$ cat src/rtl/psram_pattern_tester_pkg.sv
// Shared state codes, pattern mode codes and default LFSR taps for the
// PSRAM pattern tester.
package psram_test_pkg;

  typedef enum logic [2:0] {
    ST_IDLE    = 3'd0,
    ST_WR_REQ  = 3'd1,
    ST_WR_WAIT = 3'd2,
    ST_RD_REQ  = 3'd3,
    ST_RD_WAIT = 3'd4,
    ST_CHECK   = 3'd5,
    ST_DONE    = 3'd6
  } state_e;

  localparam logic [1:0] MODE_CONST    = 2'd0;
  localparam logic [1:0] MODE_ADDR_XOR = 2'd1;
  localparam logic [1:0] MODE_WALK     = 2'd2;
  localparam logic [1:0] MODE_LFSR     = 2'd3;

  localparam logic [15:0] LFSR_TAPS_DEFAULT = 16'hB400;

  // States in which the engine is waiting on the controller and may time out.
  function automatic logic is_bus_state(input state_e s);
    return (s == ST_WR_REQ) || (s == ST_WR_WAIT) ||
           (s == ST_RD_REQ) || (s == ST_RD_WAIT);
  endfunction

endpackage

$ cat src/rtl/psram_pattern_tester_if.sv
// Strobe/busy request bus between the pattern tester and the PSRAM controller.
interface psram_pattern_tester_if #(
  parameter int ADDR_W = 24,
  parameter int DATA_W = 16
);
  logic              stb;
  logic              we;
  logic [ADDR_W-1:0] addr;
  logic [DATA_W-1:0] din;
  logic              busy;
  logic [DATA_W-1:0] dout;

  modport master (output stb, we, addr, din, input busy, dout);
  modport slave  (input stb, we, addr, din, output busy, dout);
endinterface

$ cat src/rtl/psram_pattern_gen.sv
// Pattern source: holds the LFSR and walking-one state, reseeded at the start
// of each pass and stepped once per word.
module psram_pattern_gen
  import psram_test_pkg::*;
#(
  parameter int                DATA_W    = 16,
  parameter logic [DATA_W-1:0] LFSR_TAPS = DATA_W'(LFSR_TAPS_DEFAULT)
) (
  input  logic              clk_i,
  input  logic              rstn_i,
  input  logic              reseed_i,
  input  logic              step_i,
  input  logic [1:0]        mode_i,
  input  logic [DATA_W-1:0] seed_i,
  input  logic [DATA_W-1:0] addr_i,
  output logic [DATA_W-1:0] pattern_o
);

  logic [DATA_W-1:0] lfsr_q, lfsr_d;
  logic [DATA_W-1:0] walk_q, walk_d;

  // Next LFSR / walking-one state: reseed wins over step; a zero seed would
  // lock the LFSR so it is replaced by 1.
  always_comb begin
    lfsr_d = lfsr_q;
    walk_d = walk_q;
    if (reseed_i) begin
      lfsr_d = (seed_i == '0) ? DATA_W'(1) : seed_i;
      walk_d = DATA_W'(1);
    end else if (step_i) begin
      lfsr_d = {lfsr_q[DATA_W-2:0], ^(lfsr_q & LFSR_TAPS)};
      walk_d = {walk_q[DATA_W-2:0], walk_q[DATA_W-1]};
    end
  end

  // Pattern state registers.
  always_ff @(posedge clk_i) begin
    if (!rstn_i) begin
      lfsr_q <= DATA_W'(1);
      walk_q <= DATA_W'(1);
    end else begin
      lfsr_q <= lfsr_d;
      walk_q <= walk_d;
    end
  end

  // Select the current word's pattern by mode.
  always_comb begin
    unique case (mode_i)
      MODE_CONST:    pattern_o = seed_i;
      MODE_ADDR_XOR: pattern_o = addr_i ^ seed_i;
      MODE_WALK:     pattern_o = walk_q;
      default:       pattern_o = lfsr_q;
    endcase
  end

endmodule

$ cat src/rtl/psram_pattern_tester.sv
// PSRAM self-test engine: writes a pattern over an address range, reads it
// back, counts mismatches and guards every controller handshake with a timeout.
module psram_pattern_tester
  import psram_test_pkg::*;
#(
  parameter int                ADDR_W      = 24,
  parameter int                DATA_W      = 16,
  parameter int                CNT_W       = 16,
  parameter logic [DATA_W-1:0] LFSR_TAPS   = DATA_W'(LFSR_TAPS_DEFAULT),
  parameter int                TIMEOUT_CYC = 1023
) (
  input  logic                  clk_i,
  input  logic                  rstn_i,
  input  logic                  i_start,
  input  logic [1:0]            i_mode,
  input  logic [DATA_W-1:0]     i_seed,
  input  logic [ADDR_W-1:0]     i_base_addr,
  input  logic [CNT_W-1:0]      i_word_count,
  psram_pattern_tester_if.master bus,
  output logic                  o_running,
  output logic                  o_finished,
  output logic                  o_pass,
  output logic                  o_timeout,
  output logic [CNT_W-1:0]      o_err_count,
  output logic [ADDR_W-1:0]     o_first_err_addr,
  output logic [DATA_W-1:0]     o_first_err_exp,
  output logic [DATA_W-1:0]     o_first_err_got,
  output logic [2:0]            o_state
);

  localparam int TMO_W = $clog2(TIMEOUT_CYC + 1);

  state_e            state_q, state_d;
  logic [TMO_W-1:0]  tmo_q;

  logic [1:0]        mode_q;
  logic [DATA_W-1:0] seed_q, seed_d;
  logic [ADDR_W-1:0] base_q;
  logic [CNT_W-1:0]  count_q;
  logic [CNT_W-1:0]  index_q;
  logic [DATA_W-1:0] rd_data_q;

  logic [CNT_W-1:0]  err_q;
  logic [ADDR_W-1:0] ferr_addr_q;
  logic [DATA_W-1:0] ferr_exp_q, ferr_got_q;
  logic              timeout_q;

  logic              start_acc, wr_adv, rd_capture, chk, tmo_hit, last_word, mismatch;
  logic [ADDR_W-1:0] addr_cur;
  logic [DATA_W-1:0] pattern;

  assign addr_cur  = base_q + ADDR_W'(index_q);
  assign last_word = (index_q + CNT_W'(1)) == count_q;
  assign seed_d    = start_acc ? i_seed : seed_q;
  assign mismatch  = chk && (rd_data_q != pattern);

  psram_pattern_gen #(
    .DATA_W    (DATA_W),
    .LFSR_TAPS (LFSR_TAPS)
  ) u_gen (
    .clk_i     (clk_i),
    .rstn_i    (rstn_i),
    .reseed_i  (start_acc || (wr_adv && last_word)),
    .step_i    (wr_adv || chk),
    .mode_i    (mode_q),
    .seed_i    (seed_d),
    .addr_i    (addr_cur[DATA_W-1:0]),
    .pattern_o (pattern)
  );

  // FSM state and per-state timeout counter; the counter restarts on every
  // state change so each handshake phase gets the full budget.
  always_ff @(posedge clk_i) begin
    if (!rstn_i) begin
      state_q <= ST_IDLE;
      tmo_q   <= '0;
    end else begin
      state_q <= state_d;
      if (state_d != state_q || !is_bus_state(state_q)) tmo_q <= '0;
      else                                                tmo_q <= tmo_q + TMO_W'(1);
    end
  end

  // Next-state logic and the per-cycle datapath strobes it implies.
  always_comb begin
    state_d    = state_q;
    start_acc  = 1'b0;
    wr_adv     = 1'b0;
    rd_capture = 1'b0;
    chk        = 1'b0;
    tmo_hit    = 1'b0;
    unique case (state_q)
      ST_IDLE, ST_DONE: begin
        if (i_start && !bus.busy) begin
          start_acc = 1'b1;
          state_d   = (i_word_count == '0) ? ST_DONE : ST_WR_REQ;
        end
      end
      ST_WR_REQ:  if (bus.busy) state_d = ST_WR_WAIT;
      ST_WR_WAIT: begin
        if (!bus.busy) begin
          wr_adv  = 1'b1;
          state_d = last_word ? ST_RD_REQ : ST_WR_REQ;
        end
      end
      ST_RD_REQ:  if (bus.busy) state_d = ST_RD_WAIT;
      ST_RD_WAIT: begin
        if (!bus.busy) begin
          rd_capture = 1'b1;
          state_d    = ST_CHECK;
        end
      end
      ST_CHECK: begin
        chk     = 1'b1;
        state_d = last_word ? ST_DONE : ST_RD_REQ;
      end
      default: state_d = ST_IDLE;
    endcase
    if (is_bus_state(state_q) && (state_d == state_q) &&
        (tmo_q == TMO_W'(TIMEOUT_CYC - 1))) begin
      tmo_hit = 1'b1;
      state_d = ST_DONE;
    end
  end

  // Test parameters, word index and read capture; reset not needed because
  // they are only observed while a test is running.
  always_ff @(posedge clk_i) begin
    if (start_acc) begin
      mode_q  <= i_mode;
      seed_q  <= i_seed;
      base_q  <= i_base_addr;
      count_q <= i_word_count;
      index_q <= '0;
    end else if (wr_adv) begin
      index_q <= last_word ? '0 : index_q + CNT_W'(1);
    end else if (chk) begin
      index_q <= index_q + CNT_W'(1);
    end
    if (rd_capture) rd_data_q <= bus.dout;
  end

  // Result status: saturating error count, first-mismatch capture, timeout flag.
  always_ff @(posedge clk_i) begin
    if (!rstn_i) begin
      err_q       <= '0;
      ferr_addr_q <= '0;
      ferr_exp_q  <= '0;
      ferr_got_q  <= '0;
      timeout_q   <= 1'b0;
    end else if (start_acc) begin
      err_q       <= '0;
      ferr_addr_q <= '0;
      ferr_exp_q  <= '0;
      ferr_got_q  <= '0;
      timeout_q   <= 1'b0;
    end else begin
      if (mismatch) begin
        if (err_q != '1) err_q <= err_q + CNT_W'(1);
        if (err_q == '0) begin
          ferr_addr_q <= addr_cur;
          ferr_exp_q  <= pattern;
          ferr_got_q  <= rd_data_q;
        end
      end
      if (tmo_hit) timeout_q <= 1'b1;
    end
  end

  // Bus request and status outputs decoded from the current state.
  always_comb begin
    bus.stb    = (state_q == ST_WR_REQ) || (state_q == ST_RD_REQ);
    bus.we     = (state_q == ST_WR_REQ);
    bus.addr   = ((state_q == ST_WR_REQ) || (state_q == ST_RD_REQ)) ? addr_cur : '0;
    bus.din    = (state_q == ST_WR_REQ) ? pattern : '0;
    o_running  = (state_q != ST_IDLE) && (state_q != ST_DONE);
    o_finished = (state_q == ST_DONE);
    o_pass     = (state_q == ST_DONE) && (err_q == '0) && !timeout_q;
  end

  assign o_timeout        = timeout_q;
  assign o_err_count      = err_q;
  assign o_first_err_addr = ferr_addr_q;
  assign o_first_err_exp  = ferr_exp_q;
  assign o_first_err_got  = ferr_got_q;
  assign o_state          = state_q;

endmodule

$ cat src/flat_wrapper.sv
// flat-port wrapper written by rule: the top's interface ports become plain ports
module psram_pattern_tester_flat import psram_test_pkg::*;
#(
  parameter int                ADDR_W      = 24,
  parameter int                DATA_W      = 16,
  parameter int                CNT_W       = 16,
  parameter logic [DATA_W-1:0] LFSR_TAPS   = DATA_W'(LFSR_TAPS_DEFAULT),
  parameter int                TIMEOUT_CYC = 1023
)
  (clk_i, rstn_i, i_start, i_mode, i_seed, i_base_addr, i_word_count, o_running, o_finished, o_pass, o_timeout, o_err_count, o_first_err_addr, o_first_err_exp, o_first_err_got, o_state, bus_stb, bus_we, bus_addr, bus_din, bus_busy, bus_dout);
  psram_pattern_tester_if #(.ADDR_W(ADDR_W), .DATA_W(DATA_W)) bus_i ();
  input  logic clk_i;
  input  logic rstn_i;
  input  logic i_start;
  input  logic [1:0] i_mode;
  input  logic [DATA_W-1:0] i_seed;
  input  logic [ADDR_W-1:0] i_base_addr;
  input  logic [CNT_W-1:0] i_word_count;
  output logic o_running;
  output logic o_finished;
  output logic o_pass;
  output logic o_timeout;
  output logic [CNT_W-1:0] o_err_count;
  output logic [ADDR_W-1:0] o_first_err_addr;
  output logic [DATA_W-1:0] o_first_err_exp;
  output logic [DATA_W-1:0] o_first_err_got;
  output logic [2:0] o_state;
  output wire logic [$bits(bus_i.stb)-1:0] bus_stb;
  output wire logic [$bits(bus_i.we)-1:0] bus_we;
  output wire logic [$bits(bus_i.addr)-1:0] bus_addr;
  output wire logic [$bits(bus_i.din)-1:0] bus_din;
  input wire logic [$bits(bus_i.busy)-1:0] bus_busy;
  input wire logic [$bits(bus_i.dout)-1:0] bus_dout;
  assign bus_stb = bus_i.stb;
  assign bus_we = bus_i.we;
  assign bus_addr = bus_i.addr;
  assign bus_din = bus_i.din;
  assign bus_i.busy = bus_busy;
  assign bus_i.dout = bus_dout;
  psram_pattern_tester #(.ADDR_W(ADDR_W), .DATA_W(DATA_W), .CNT_W(CNT_W), .LFSR_TAPS(LFSR_TAPS), .TIMEOUT_CYC(TIMEOUT_CYC)) u_core (.clk_i(clk_i), .rstn_i(rstn_i), .i_start(i_start), .i_mode(i_mode), .i_seed(i_seed), .i_base_addr(i_base_addr), .i_word_count(i_word_count), .bus(bus_i), .o_running(o_running), .o_finished(o_finished), .o_pass(o_pass), .o_timeout(o_timeout), .o_err_count(o_err_count), .o_first_err_addr(o_first_err_addr), .o_first_err_exp(o_first_err_exp), .o_first_err_got(o_first_err_got), .o_state(o_state));
endmodule
$ cat config.mk
export PLATFORM = sky130hd
export DESIGN_NAME = psram_pattern_tester_flat
export DESIGN_NICKNAME = d
export VERILOG_FILES = /design/src/rtl/psram_pattern_tester_pkg.sv /design/src/rtl/psram_pattern_tester_if.sv /design/src/rtl/psram_pattern_gen.sv /design/src/rtl/psram_pattern_tester.sv /design/src/flat_wrapper.sv
export SDC_FILE = /design/constraint.sdc
export NUM_CORES = 1
export LEC_CHECK = 0
export ABC_AREA = 1
export BUFFER_PORTS_ARGS = -buffer_cell sky130_fd_sc_hd__buf_2
export CORE_MARGIN = 4
export CORE_UTILIZATION = 40
export CTS_CLUSTER_DIAMETER = 40
export DETAILED_ROUTE_END_ITERATION = 8
export SYNTH_ARGS = -nofsm -noshare
export SYNTH_HDL_FRONTEND = slang
export SYNTH_HIERARCHICAL = 1
export SYNTH_SLANG_ARGS = --single-unit
$ cat constraint.sdc
create_clock -name clk_i -period 4.9 [get_ports clk_i]
set_input_delay 0.735 -clock clk_i [delete_from_list [all_inputs] [get_ports clk_i]]
set_output_delay 0.735 -clock clk_i [all_outputs]
set_load 0.01 [all_outputs]
After elaboration in Yosys (flattened, before gate mapping)
Index checks and enable logic that the tools add are counted.

operators by class
  add/subtract/negate cells = 4
  shift operators = 0
  order comparisons = 0
  multipliers = 0
  reduce and logical (&&, ||, !) cells = 33
  multiplexer cells = 27
  equality and inequality tests = 15
  bitwise operators = 2
  divide/modulo/power cells = 0

operators by type and width
  operator                                                               count
  16-bit 2-to-1 mux                                                      8
  16-bit zero test                                                       3
  16-bit case mux with 3 select lines                                    1
  16-bit by 1-bit adder with 16-bit output, second input constant        2
  24-bit by 16-bit adder with 24-bit output                              1
  24-bit 2-to-1 mux                                                      1
  3-bit 2-to-1 mux                                                       8
  3-bit case mux with 6 select lines                                     1
  16-bit equality test                                                   1
  16-bit inequality test                                                 1
  16-bit inequality test, second input constant                          1
  16-bit XOR reduction                                                   1
  16-bit XOR                                                             1
  10-bit by 1-bit adder with 10-bit output, second input constant        1
  10-bit equality test, second input constant                            1
  3-bit equality test, second input constant                             3
  1-bit logical AND                                                      8
  2-bit OR reduction                                                     4
  1-bit logical OR                                                       7
  1-bit 2-to-1 mux                                                       7
  3-bit by 2-bit equality test with 1-bit output, second input constant  2
  2-bit AND reduction                                                    2
  2-bit nonzero test                                                     2
  3-bit by 1-bit equality test with 1-bit output, second input constant  1
  11 further kinds                                                       13

word-level totals
  word-level logic and storage cells = 96
  bits in writable memories = 0
  memories = 0
  register bits after elaboration = 208
  memory bits (read-only) = 0
  input bits = 78
  bits in latches = 0
  output and inout bits = 121

Longest topological paths before layout
  depth in word-level cells = 12
  depth in mapped cells = 30

Modules after synthesis
The synthesis kept the hierarchy.

modules (own cells, without submodules)
  module                area an instance (µm²)  times used  cells each
  psram_pattern_tester  8378.0                  1           1053
  psram_pattern_gen     1910.6                  1           311

Least setup slack after synthesis
Ideal clock, no wire load.

  path type = reg2reg
  start = register u_core.index_q[0]
  end = register u_core.ferr_addr_q[0] (netlist: u_core/o_first_err_addr[0])
  setup slack = 0.973 ns
  cell stages (with the launch flop) = 27
  clock period less this slack = 3.927 ns
  data arrival time = 3.798 ns
  required time = 4.772 ns
  cells stage by stage = dfxtp_1 > ha_1 > inv_1 > fa_1 > o21ai_0 > nand2_1 > nand2_1 > nand3_1 > nand2_1 > nand2_1 > nand2_1 > a21boi_0 > xor2_1 > inv_1 > nand2_1 > nand2_1 > o2111ai_1 > xor2_1 > nor3b_1 > nand4_1 > nand2_1 > inv_1 > nand2_1 > inv_1 > clkbuf_1 > clkbuf_1 > a21oi_1

on the way
  longest elaborated chain between the ends = 6

ends and longest elaborated chain
  item                                       line                         text
  start: declaration                         psram_pattern_tester.sv:40   logic [CNT_W-1:0] index_q;
  start signal: assignment                   psram_pattern_tester.sv:136  index_q <= last_word ? '0 : index_q + CNT_W'(1);
  start signal: assignment                   psram_pattern_tester.sv:138  index_q <= index_q + CNT_W'(1);
  24-bit by 16-bit adder with 24-bit output  psram_pattern_tester.sv:52   assign addr_cur = base_q + ADDR_W'(index_q);
  via u_core.addr_cur[14]                    psram_pattern_tester.sv:49   logic [ADDR_W-1:0] addr_cur;
  16-bit XOR                                 psram_pattern_gen.sv:51      MODE_ADDR_XOR: pattern_o = addr_i ^ seed_i;
  16-bit case mux with 3 select lines        psram_pattern_gen.sv:49      unique case (mode_i)
  via u_core.pattern[14]                     psram_pattern_tester.sv:50   logic [DATA_W-1:0] pattern;
  16-bit inequality test                     psram_pattern_tester.sv:55   assign mismatch = chk && (rd_data_q != pattern);
  1-bit logical AND                          psram_pattern_tester.sv:55
  2-bit AND reduction (no source line)       --
  end signal: assignment                     psram_pattern_tester.sv:161  ferr_addr_q <= addr_cur;
  end: declaration                           psram_pattern_tester.sv:44   logic [ADDR_W-1:0] ferr_addr_q;

The timed path passes the listed nets, and every way through them passes these cells.
A chain may end at the register's enable or synchronous reset.

Final worst setup path
  start = register u_core.index_q[0]
  end = output port bus_din[14]

on the way
  longest elaborated chain between the ends = 4

ends and longest elaborated chain
  item                                       line                         text
  24-bit by 16-bit adder with 24-bit output  psram_pattern_tester.sv:52
  via u_core.addr_cur[14]                    psram_pattern_tester.sv:49
  16-bit XOR                                 psram_pattern_gen.sv:51
  16-bit case mux with 3 select lines        psram_pattern_gen.sv:49
  via u_core.pattern[14]                     psram_pattern_tester.sv:50
  16-bit 2-to-1 mux                          psram_pattern_tester.sv:175  bus.din = (state_q == ST_WR_REQ) ? pattern : '0;
  end: declaration                           flat_wrapper.sv:31           output wire logic [$bits(bus_i.din)-1:0] bus_din;

The timed path passes the listed nets, and every way through them passes these cells.

==> results.json <==
{
  "status": "finished clean",
  "period_share": 0.930,
  "synth_area_leaders": "dfxtp_1 29%, edfxtp_1 17%, nand2_1 12%",
  "ir_drop_mv": 0.279,
  "clockRootBuffer": "clkbuf_16",
  "crit_path_end_kind": "output port",
  "fp.dieH_um": 168,
  "worst_slew_pin_slew_ns": 1.22,
  "tritoncts": "built",
  "whs_path_depth": 1,
  "critPathMaxStageDelay_ns": 0.43,
  "required_ns": 4.16,
  "routabilityCongestion": 0.873,
  "timing.rr.end": "u_core/o_err_count[9]",
  "core_area_sq_um": 25300,
  "start_kind": "flip-flop",
  "r2r_slack_ns": 0.36,
  "grt_max_degree": 66,
  "hold_path.startpoint": "bus_dout[6]",
  "grt_overflow": 0,
  "grt_pass1_vias": 9122,
  "worstSetupPathType": "flip-flop to output port",
  "rows": 58,
  "io_buffers": 198,
  "yosysTopAreaCellShare": 0.292,
  "drtAntennaViolNets": 0,
  "setup_ws_ns": 0.343,
  "ys_ff_latch": 208,
  "via_per_inst": 5.17,
  "ioPinCount": 199,
  "post-route-drc-count": 0,
  "reg2reg_from": "u_core/index_q[0]",
  "grt_use_total": 0.216,
  "leakage_nw": 5.77,
  "die_w_um": 168,
  "area_growth_pct": 25.0,
  "hold_path_class": "input pin to flip-flop",
  "vias": 9946,
  "rsz0062_at_grt": "no",
  "crit_chain": "ha_1 -> inv_1 -> fa_1 -> o21ai_0 -> nand2_1 -> nand2_1 -> nand3_1 -> nand2_1 -> nand2_1 -> nand2_1 -> a21boi_0 -> xor2_1 -> inv_1 -> nand2_1 -> nand2_1 -> o2111ai_1 -> inv_1 -> nor2_1 -> buf_2",
  "drt-total-wl_um": 31500,
  "tns_ns": 0,
  "clock_skew_ns": 0.0329,
  "cts_hold_buf": 0,
  "n_antenna_cell": 0,
  "power_frac_comb": 0.201,
  "hold_viol": 0,
  "syn_area_sq_um": 10300,
  "clk_latency_ns": 0.51,
  "switching_share": 0.305,
  "cts_made_buffers": 34,
  "drtIter0Drc": 1034,
  "reg2regPathDepth": 29,
  "synth_cells": 1364,
  "start_util": 0.407,
  "cts_setup_buffers": 0,
  "grt_first_pass_wirelength_um": 49500,
  "power_density_nw_per_um2": 453,
  "syn_area_per_cell_sq_um": 7.54,
  "clkSlewWorstSetupHoldPaths_ns": 0.06,
  "synth_edf_count": 58,
  "worstPathArrival_ns": 3.82,
  "synth-main-ff-cell": "dfxtp_1",
  "ys_async_sr_fraction": 0,
  "dp_hpwl_um": 23500,
  "p_seq_frac": 0.351,
  "cp_slowest_cell": "dfxtp_1",
  "fin_crit_ns": 4.56,
  "htree_num_levels": 2,
  "seq_area_frac_synth": 0.461,
  "finalSetupViolations": 0,
  "cp_max_fo": 5,
  "drtPass1Iterations": 6,
  "slew_violations": 0,
  "yosysMostFrequentCell": "nand2_1",
  "power_switching_w": 0.00178,
  "drv_cap": 0,
  "clock-sinks": 208,
  "netlist_top_cells_count": "341 x nand2_1, 163 x nor2_1, 150 x dfxtp_1",
  "p_clk_frac": 0.448,
  "relSlewSlack": 0.182,
  "p_int_w": 0.00405,
  "yosysTopAreaCell": "dfxtp_1",
  "cts_buffer_depth": 3,
  "cts_repair_resize_count": 0,
  "nets": 1667,
  "holdPathEnd": "u_core/rd_data_q[6]",
  "grt_antenna_before_repair": 0,
  "syn_nets": 1464,
  "ys_types": 39,
  "fmax_ghz": 0.219,
  "post-place-ws_ns": 0.407,
  "utilization": 0.509,
  "wl_per_cell_um": 16.4,
  "drive_gt1_frac": 0.193,
  "fillers": 2508,
  "dieArea_sq_um": 28400,
  "yosys_warnings": 6,
  "crit_top_cell": "nand2_1"
}
## per-layer routing
metal	wire length, um	GRT usage	vias to the layer above
met4	814	0.0660	0
met2	13100	0.321	409
met1	14900	0.319	4547
li1	-	-	4944
met5	0	0	-
met3	2670	0.0409	46
## kinds of logic after synthesis
kind of cell | after synthesis | synth area share
adder cells (fa/ha/maj) | 22 | 0.0275
buffers and inverters | 182 | 0.0688
AND/OR/NAND/NOR | 667 | 0.279
flip-flops | 208 | 0.461
XOR/XNOR | 40 | 0.0341
AO/OA/AOI/OAI | 245 | 0.130
## stage by stage
step / hold WS (ns) / power, W / instance area [sq um] / instances
floorplan: 0.439 / 0.00282 / 10300 / 1364
global placement: 0.455 / 0.00322 / 11600 / 1861
detailed placement: 0.457 / 0.00324 / 11600 / 1861
CTS: 0.381 / 0.00588 / 12900 / 1923
global route: 0.382 / 0.00611 / 12900 / 1923
finish: 0.401 / 0.00583 / 12900 / 1923
## power by group through the flow
stage | registers (W) | logic [W] | clock network (W)
after floorplan | 0.00206 | 0.000759 | 0
after global placement | 0.00208 | 0.00115 | 0
after detailed placement | 0.00208 | 0.00116 | 0
after CTS | 0.00205 | 0.00116 | 0.00267
after global routing | 0.00206 | 0.00130 | 0.00275
final | 0.00205 | 0.00117 | 0.00261
## final cells by class
type / instances / area (sq um) / area share
Clock inverter: 18 / 303 / 0.0236
Sequential cell: 208 / 4740 / 0.369
Clock buffer: 44 / 950 / 0.0739
Tap cell: 330 / 413 / 0.0321
Timing Repair Buffer: 210 / 1080 / 0.0841
Multi-Input combinational cell: 974 / 4840 / 0.377
Inverter: 139 / 522 / 0.0406
## placed cells by master (no fill, tap or decap), drive strengths merged
master / n
a211oi: 6
a21boi: 2
a21o: 2
a21oi: 106
a31oi: 6
and3: 2
buf: 210
bufinv: 7
clkbuf: 44
clkinv: 4
dfxtp: 150
edfxtp: 58
fa: 1
ha: 21
inv: 146
nand2: 344
nand3: 64
nand3b: 4
nand4: 19
nor2: 183
nor3: 33
nor3b: 5
nor4: 6
nor4b: 1
o2111ai: 17
o211ai: 2
o21a: 1
o21ai: 103
or2: 6
xnor2: 11
xor2: 29
## critical path: cells and delay by family, from the launching register on
kind                       cells  cell delay, ns
AOI/OAI and AO/OA              3            0.80
xor gates and xnor gates       1            0.27
adders and majority gates      2            0.59
buffers and inverters          4            0.46
DFF                            1            0.43
and+or+nand+nor                9            0.77
## worst max path at each step
stage | start | to | slack (ns) | depth (start not counted)
after global placement | u_core/index_q[0] | u_core/o_err_count[9] | 0.51 | 30
final | u_core/index_q[0] | bus_din[14] | 0.34 | 19
after global routing | u_core/index_q[0] | u_core/o_first_err_addr[15] | 0.01 | 27
after detailed placement | u_core/index_q[0] | u_core/o_first_err_addr[17] | 0.41 | 27
after CTS | u_core/index_q[0] | bus_din[14] | 0.34 | 19
after floorplan | u_core/index_q[0] | u_core/o_first_err_addr[0] | 0.97 | 26
## state kept, by name (all words and copies together) (netlist names), 3 cells and up
signal / flops
u_core/base_q: 24
u_core/count_q: 16
u_core/index_q: 16
u_core/o_err_count: 16
u_core/o_first_err_addr: 24
u_core/o_first_err_exp: 16
u_core/o_first_err_got: 16
u_core/o_state: 3
u_core/rd_data_q: 16
u_core/seed_q: 16
u_core/tmo_q: 10
u_core/u_gen/lfsr_q: 16
u_core/u_gen/walk_q: 16
(Power assumes the default switching activity.)
